## src/rtl/md5_round2_unwind.sv

```systemverilog
// Inverse of the MD5 round-2 step chain: starting from the state after step 31,
// undoes one round-2 step per clock down to step 32-NSTEPS and returns that earlier state.
module md5_round2_unwind #(
  parameter int unsigned NSTEPS = 16
) (
  input  logic         clk,
  input  logic         rst,
  input  logic         in_valid,
  output logic         in_ready,
  input  logic [31:0]  a_in,
  input  logic [31:0]  b_in,
  input  logic [31:0]  c_in,
  input  logic [31:0]  d_in,
  input  logic [511:0] msg,
  output logic         out_valid,
  input  logic         out_ready,
  output logic [31:0]  a_out,
  output logic [31:0]  b_out,
  output logic [31:0]  c_out,
  output logic [31:0]  d_out,
  output logic         busy
);

  localparam int unsigned WORD_W = 32;
  localparam int unsigned MSG_W  = 512;
  localparam int unsigned J_W    = 5;

  localparam logic [J_W-1:0] FIRST_J = J_W'(31);
  localparam logic [J_W-1:0] LAST_J  = J_W'(32 - NSTEPS);

  typedef enum logic [1:0] {
    ST_IDLE = 2'd0,
    ST_RUN  = 2'd1,
    ST_DONE = 2'd2
  } state_e;

  // Round-2 message word index k = (5j+1) mod 16; only j mod 16 matters.
  function automatic logic [3:0] msg_index(input logic [3:0] j_lo);
    return {j_lo[1:0], 2'b00} + j_lo + 4'd1;
  endfunction

  function automatic logic [4:0] rot_amount(input logic [1:0] j_mod4);
    logic [4:0] s;
    case (j_mod4)
      2'd0:    s = 5'd5;
      2'd1:    s = 5'd9;
      2'd2:    s = 5'd14;
      default: s = 5'd20;
    endcase
    return s;
  endfunction

  // Additive constants T[16..31], indexed by j-16 (the low four bits of j).
  function automatic logic [WORD_W-1:0] step_const(input logic [3:0] j_lo);
    logic [WORD_W-1:0] t;
    case (j_lo)
      4'd0:    t = 32'hf61e2562;
      4'd1:    t = 32'hc040b340;
      4'd2:    t = 32'h265e5a51;
      4'd3:    t = 32'he9b6c7aa;
      4'd4:    t = 32'hd62f105d;
      4'd5:    t = 32'h02441453;
      4'd6:    t = 32'hd8a1e681;
      4'd7:    t = 32'he7d3fbc8;
      4'd8:    t = 32'h21e1cde6;
      4'd9:    t = 32'hc33707d6;
      4'd10:   t = 32'hf4d50d87;
      4'd11:   t = 32'h455a14ed;
      4'd12:   t = 32'ha9e3e905;
      4'd13:   t = 32'hfcefa3f8;
      4'd14:   t = 32'h676f02d9;
      default: t = 32'h8d2a4c8a;
    endcase
    return t;
  endfunction

  function automatic logic [WORD_W-1:0] g_fn(input logic [WORD_W-1:0] x,
                                             input logic [WORD_W-1:0] y,
                                             input logic [WORD_W-1:0] z);
    return (x & z) | (y & ~z);
  endfunction

  // Left shift by (-s mod 32) supplies the wrapped bits; s is never 0 here.
  function automatic logic [WORD_W-1:0] rotr32(input logic [WORD_W-1:0] x,
                                               input logic [4:0]        s);
    return (x >> s) | (x << (5'd0 - s));
  endfunction

  state_e             state_q, state_d;
  logic [WORD_W-1:0]  a_q, a_d;
  logic [WORD_W-1:0]  b_q, b_d;
  logic [WORD_W-1:0]  c_q, c_d;
  logic [WORD_W-1:0]  d_q, d_d;
  logic [MSG_W-1:0]   msg_q, msg_d;
  logic [J_W-1:0]     j_q, j_d;
  logic               in_ready_q, in_ready_d;
  logic               out_valid_q, out_valid_d;
  logic               busy_q, busy_d;

  logic [3:0]         step_k;
  logic [WORD_W-1:0]  x_word;
  logic [WORD_W-1:0]  a_prev;

  // One inverse step on the working registers for the current j.
  always_comb begin
    step_k = msg_index(j_q[3:0]);
    x_word = msg_q[{step_k, 5'd0} +: WORD_W];
    a_prev = rotr32(b_q - c_q, rot_amount(j_q[1:0]))
             - g_fn(c_q, d_q, a_q) - x_word - step_const(j_q[3:0]);
  end

  always_comb begin
    state_d = state_q;
    a_d     = a_q;
    b_d     = b_q;
    c_d     = c_q;
    d_d     = d_q;
    msg_d   = msg_q;
    j_d     = j_q;

    case (state_q)
      ST_IDLE: begin
        if (in_valid) begin
          a_d     = a_in;
          b_d     = b_in;
          c_d     = c_in;
          d_d     = d_in;
          msg_d   = msg;
          j_d     = FIRST_J;
          state_d = ST_RUN;
        end
      end
      ST_RUN: begin
        a_d = a_prev;
        b_d = c_q;
        c_d = d_q;
        d_d = a_q;
        j_d = j_q - J_W'(1);
        if (j_q == LAST_J) begin
          state_d = ST_DONE;
        end
      end
      ST_DONE: begin
        if (out_ready) begin
          state_d = ST_IDLE;
        end
      end
      default: begin
        state_d = ST_IDLE;
      end
    endcase

    // Handshake flags are registered copies of the next-state decode.
    in_ready_d  = (state_d == ST_IDLE);
    out_valid_d = (state_d == ST_DONE);
    busy_d      = (state_d != ST_IDLE);
  end

  always_ff @(posedge clk or posedge rst) begin
    if (rst) begin
      state_q     <= ST_IDLE;
      a_q         <= '0;
      b_q         <= '0;
      c_q         <= '0;
      d_q         <= '0;
      msg_q       <= '0;
      j_q         <= '0;
      in_ready_q  <= 1'b1;
      out_valid_q <= 1'b0;
      busy_q      <= 1'b0;
    end else begin
      state_q     <= state_d;
      a_q         <= a_d;
      b_q         <= b_d;
      c_q         <= c_d;
      d_q         <= d_d;
      msg_q       <= msg_d;
      j_q         <= j_d;
      in_ready_q  <= in_ready_d;
      out_valid_q <= out_valid_d;
      busy_q      <= busy_d;
    end
  end

  assign in_ready  = in_ready_q;
  assign out_valid = out_valid_q;
  assign busy      = busy_q;
  assign a_out     = a_q;
  assign b_out     = b_q;
  assign c_out     = c_q;
  assign d_out     = d_q;

endmodule

```

## config.mk

```make
export PLATFORM = sky130hd
export DESIGN_NAME = md5_round2_unwind
export DESIGN_NICKNAME = d
export VERILOG_FILES = /design/src/rtl/md5_round2_unwind.sv
export SDC_FILE = /design/constraint.sdc
export NUM_CORES = 2
export LEC_CHECK = 0
export CAP_MARGIN = 10
export CORE_MARGIN = 3
export CORE_UTILIZATION = 40
export DETAILED_ROUTE_END_ITERATION = 16
export GPL_TIMING_DRIVEN = 0
export PLACE_DENSITY = 0.68
export SYNTH_ARGS = -nofsm -noshare
export SYNTH_HDL_FRONTEND = slang
export SYNTH_SLANG_ARGS = --single-unit
```

## constraint.sdc

```tcl
create_clock -name clk -period 47.2 [get_ports clk]
set_clock_uncertainty 0.05 [all_clocks]
set_input_delay 9.44 -clock clk [delete_from_list [all_inputs] [get_ports clk]]
set_output_delay 9.44 -clock clk [all_outputs]
set_load 0.02 [all_outputs]
```

* Yosys cells after proc, flatten, opt, wreduce, memory -nomap -nowiden
Memories as Yosys holds them, arrays and structs flattened. Cells that the tools add are included.
Operators by class: $add $sub $neg 8, multiply operators 0, divide/modulo/power cells 0, order comparisons 0, eq/ne operators 7, shift operators 3, muxes and demuxes 15, bitwise logic cells 5, reductions and logical operators 7
Operator list (number):
- $shiftx A512 B10 Y32 | 1
- $pmux W32 S2 | 4
- $mux W32 | 4
- $sub A32 B32 Y32 | 4
- $and A32 B32 Y32 | 2
- $or A32 B32 Y32 | 2
- $not A32 Y32 | 1
- $shl A32 B5 Y32 | 1
- $shr A32 B5 Y32 | 1
- $pmux W5 S3 | 1
- $pmux W5 S2 | 1
- $eq A2 B2 Y1 const B | 3
- $logic_not A2 Y1 | 3
- $mux W2 | 3
- $pmux W2 S3 | 1
- $eq A5 B5 Y1 const B | 1
- $mux W5 | 1
- $sub A1 B5 Y5 const A | 1
- $sub A5 B1 Y5 const B | 1
- $add A4 B1 Y4 const B | 1
- $add A4 B4 Y4 | 1
- $eq A2 B1 Y1 const B | 2
- $reduce_and A2 Y1 | 2
- $reduce_bool A2 Y1 | 2
- $ne A2 B2 Y1 const B | 1
Word-level totals: flip-flop bits (word level) 650, latch bits 0, RAM bits 0, ROM bits 512, input bits 644, output and inout bits 131, word-level logic and storage cells 56, memories kept 1
Memory list:
- (no name shown) | depth 16, bits a word 32, read ports 1, clocked after memory_dff 0, wr ports 0, RTL line 56 | case (j_lo)

* Depth between registers and ports, before layout
depth after elaboration 9, mapped depth 34, mapped depth without buffers 31

* Least setup slack after synthesis
Ideal clock, no wire load.
path type input -> register, start point input in_valid, end point register msg_q[233], library setup time 125 ps, arrival time 11019 ps, required time 47025 ps, setup slack 36006 ps, stages on the path 6, buffers on the path 3, path through nand2_1 > nor2_1 > clkbuf_1 > clkbuf_1 > clkbuf_1 > mux2_2
On the way: longest elaborated chain between the ends 1
RTL lines:
- start: declaration | RTL line 8 | input logic in_valid,
- $reduce_and A2 Y1 (no line)
- end signal: assignment | RTL line 177 | msg_q <= msg_d;
- end: declaration | RTL line 94 | logic [MSG_W-1:0] msg_q, msg_d;
No other way between the ends. A chain may end at the register's enable or synchronous reset.

* Worst setup path in the final report
start point register j_q[0], end point register a_q[28] (netlist: a_out[28])
On the way: longest elaborated chain between the ends 9, elaborated cells between the ends (all ways) 16, classes of those cells add/sub: 6; eq/ne: 2; shift: 3; mux: 2; bitwise: 1; reduce/logical: 1; memory: 1
RTL lines:
- start: declaration | RTL line 95 | logic [J_W-1:0] j_q, j_d;
- start signal: assignment | RTL line 178 | j_q <= j_d;
- $eq A2 B2 Y1 (tied with other cells) | RTL line 44 | case (j_mod4)
- $pmux W5 S3 | RTL line 44
- $sub A1 B5 Y5 | RTL line 86 | return (x >> s) | (x << (5'd0 - s));
- $shl A32 B5 Y32 | RTL line 86
- $or A32 B32 Y32 | RTL line 86
- $sub A32 B32 Y32 (2 in a row) | RTL line 109 | - g_fn(c_q, d_q, a_q) - x_word - step_const(j_q[3:0]);
- $sub A32 B32 Y32 (*) | RTL line 109
- $pmux W32 S2 (*) | RTL line 121 | case (state_q)
- end signal: assignment | RTL line 162 | a_q <= '0;
- end signal: assignment | RTL line 173 | a_q <= a_d;
- end: declaration | RTL line 90 | logic [WORD_W-1:0] a_q, a_d;
Every way passes the cells marked *; elsewhere a longest branch is shown, timed or not.

==> impl_results.md <==
- Largest buffer count on any clock path: 3
- List of most frequent post-synthesis cells: dfrtp_1, mux2_2, nand2_1
- Asr flop ratio synth: 1.00
- Most frequent cell after synthesis: dfrtp_1
- Placer Congestion: 0.998
- Max-slew headroom: 0.197
- Setup CP Type: reg -> reg
- Buffers on Ports: between 700 and 800
- Synth warn: 0
- EDFF count, synth: 0
- Yosys top cell area share: 0.430
- Post-Syn Instances: 3349
- Syn Area/Cell: 11.3 um^2
- Unrepaired setup endpoints after global routing: false
- Die W: approximately 310 um
- Crit path largest cell delay: 930 ps
- CP startpoint kind: flop
- Area grow syn2layout: 32.2%
- H-tree levels: 3
- # clock sinks: 650
- CP Data Arrival Time: 14060 ps
- Final WL: 169000 um
- Routed vias/inst: 5.89
- Die height: 313 um
- CP max stage cell: buf_1
- Number of fill cells: 8234
- Crit. End Element: flop
- Hold Crit Class: reg -> reg
- Drt first-iter violations: 3328
- Seq/Total Area, Yosys: 0.430
- Via count: between 30000 and 40000
- Post-CTS Hold Buffers: 0
- I/O Pins: roughly 780
- Top cell by count, worst path: clkbuf_1
- Initial antenna violation count: 48
- Core area: 0.0935 mm^2
- Met1 Use GR: 0.425
- FMAX: roughly 0.074 GHz
- Die area: 0.0983 mm^2
- Clk root buf: clkbuf_16
- DR pass1 iterations: 6
- Share of cells above drive strength 1: 0.193
- Final HPWL DP: about 140000 um
- Core Rows: about 110
- Synth cell types: 75
- Setup crit start: j_q[0]
- Final nets: 4995
- Max-cap violations: 0
- Crit Path Max Fanout: 10
- Grt met3 use: 0.0719
- GR Util met2: 0.542
- Routed wire per std cell: 30.4 um
- GRT Total Usage: 0.337
- Mapped Nets: 4137
- Clk pin slew, worst setup/hold paths: 70 ps
- Largest net degree at the start of global routing: ~130
- Final Hold Viols: 0
- Grt peak-use layer: met2
- Synth area leaders: dfrtp_1, mux2_2, mux4_2, fa_1, nand2_1
- Final setup TNS: 0 ps
- Synth area leader: dfrtp_1
- Post-CTS Resized: 0
- Routed Antenna Nets: 0
- Slew Limit Fails: 0
- Critical R2R Launch: j_q[0]
- Run status: completed
- Main synth FF type: dfrtp_1
- Seq cells post-synth: 650
- First-pass GRT wire length: 240000 um
- Final Setup Violations: 0
- Worst slew pin tran: between 1000 and 1500 ps
- Crit path time final: 13550 ps
- Worst EP required: 47710 ps
- Clk Latency, worst-skew pair: 680 ps
- Total grt overflow: 0
- CTS tree: yes
- Vias in the first global route: 33000
- Crit share post-route: 0.287
- Initial Utilization: 0.405
- Hold wc startpoint: msg_q[358]
- Post-Syn Area: 0.0378 mm^2
- CTS buffer count: 75
- DRC: 0
- Postcts setup bufs: 0
[final timing paths]
kind,slack [ps],end,cells after the start
min in group asynchronous,9260,msg_q[366],3
setup reg to reg,33650,a_out[28],31
hold / removal,450,msg_q[358],1
setup / recovery,33650,a_out[28],31
max in group asynchronous,36220,msg_q[137],5
hold reg to reg,450,msg_q[358],1
[cell usage in the layout (no fill, tap or decap), types with 7 or more instances in the layout]
cell type | netlist | final
nand3_1 | 42 | 42
and2_1 | 61 | 61
xnor2_1 | 35 | 34
mux2i_1 | 82 | 82
nor2b_1 | 10 | 10
o31ai_1 | 13 | 13
ha_1 | 81 | 81
nand4_1 | 8 | 8
nand2_1 | 329 | 329
nand2b_1 | 11 | 11
diode_2 | 0 | 39
a211o_1 | 9 | 9
fa_1 | 63 | 63
clkbuf_8 | 0 | 13
or3_1 | 7 | 7
a21oi_1 | 196 | 196
clkbuf_16 | 0 | 75
nor3_1 | 20 | 20
a31oi_1 | 60 | 60
and3_1 | 10 | 10
clkdlybuf4s50_1 | 0 | 774
xor2_1 | 25 | 25
a221oi_1 | 7 | 7
dfrtp_1 | 649 | 649
a21o_1 | 26 | 26
a211oi_1 | 31 | 31
clkinv_2 | 0 | 11
nor2_1 | 117 | 117
inv_1 | 93 | 92
o21bai_1 | 10 | 10
clkbuf_1 | 199 | 219
mux4_2 | 139 | 139
o211ai_1 | 23 | 23
or2_2 | 8 | 8
nor4_1 | 9 | 9
mux2_2 | 531 | 531
buf_1 | 36 | 36
o21a_1 | 16 | 16
o22ai_1 | 129 | 129
o21ai_0 | 170 | 170
[metrics by stage]
step / std cells / setup WS, ps / utilization / instance area (um^2) / hold slack, ps
2_1_floorplan: 3349 / 19500 / - / 37800 / 425
3_3_place_gp: 5377 / 10870 / 0.504 / 47100 / 434
3_5_place_dp: 5384 / 33560 / 0.506 / 47300 / 440
4_1_cts: 5520 / 33530 / 0.534 / 49900 / 453
5_1_grt: 5554 / 32880 / 0.535 / 50000 / 462
6_report: 5559 / 33650 / 0.535 / 50000 / 451
[registers in the layout, indices dropped and copies added, names as in the netlist]
register   flops
out_valid      1
in_ready       1
state_q        2
a_out         32
d_out         32
c_out         32
msg_q        512
busy           1
b_out         32
j_q            5
[cell families (layout without fill, tap and decap cells)]
| logic type | count (synthesis) | after routing | share of synthesized area |
|---|---|---|---|
| adders and majority gates | 144 | 144 | 0.0602 |
| DFF | 650 | 650 | 0.430 |
| muxes | 752 | 752 | 0.263 |
| and+or+nand+nor | 649 | 649 | 0.0768 |
| AOI/OAI and AO/OA | 756 | 756 | 0.123 |
| buffers and inverters | 338 | 1255 | 0.0338 |
| other | 0 | 39 | 0 |
| xor gates and xnor gates | 60 | 60 | 0.0139 |
[layer usage]
metal  part of all wire  vias up
li1                   -    14100
met1               0.40    16700
met2               0.47     1569
met3              0.075      337
met4              0.059       18
met5            0.00081        -
[worst max-delay path: cells and delay by family, from the launching register on]
kind,cells,cell delay [ps]
AO/OA/AOI/OAI,11,3460
multiplexers,2,770
AND/OR/NAND/NOR,2,150
flip-flops,1,450
adder cells (fa/ha/maj),4,1730
buffers and inverters,12,6790
[cell type report]
class / instances / area, um^2 / area share
antenna: 39 / 97.6 / 0.00195
buffer: 241 / 912 / 0.0182
clock buffer: 108 / 2130 / 0.0426
clock inverter: 28 / 440 / 0.00881
inverter: 97 / 372 / 0.00743
multi-input combinational: 2361 / 20300 / 0.406
sequential: 650 / 16300 / 0.325
tap: 1254 / 1570 / 0.0314
timing repair buffer: 781 / 7920 / 0.158
Power is left out: the tool's default activity adds up to more than one toggle a clock period on the data nets, which glitch-free logic cannot reach.
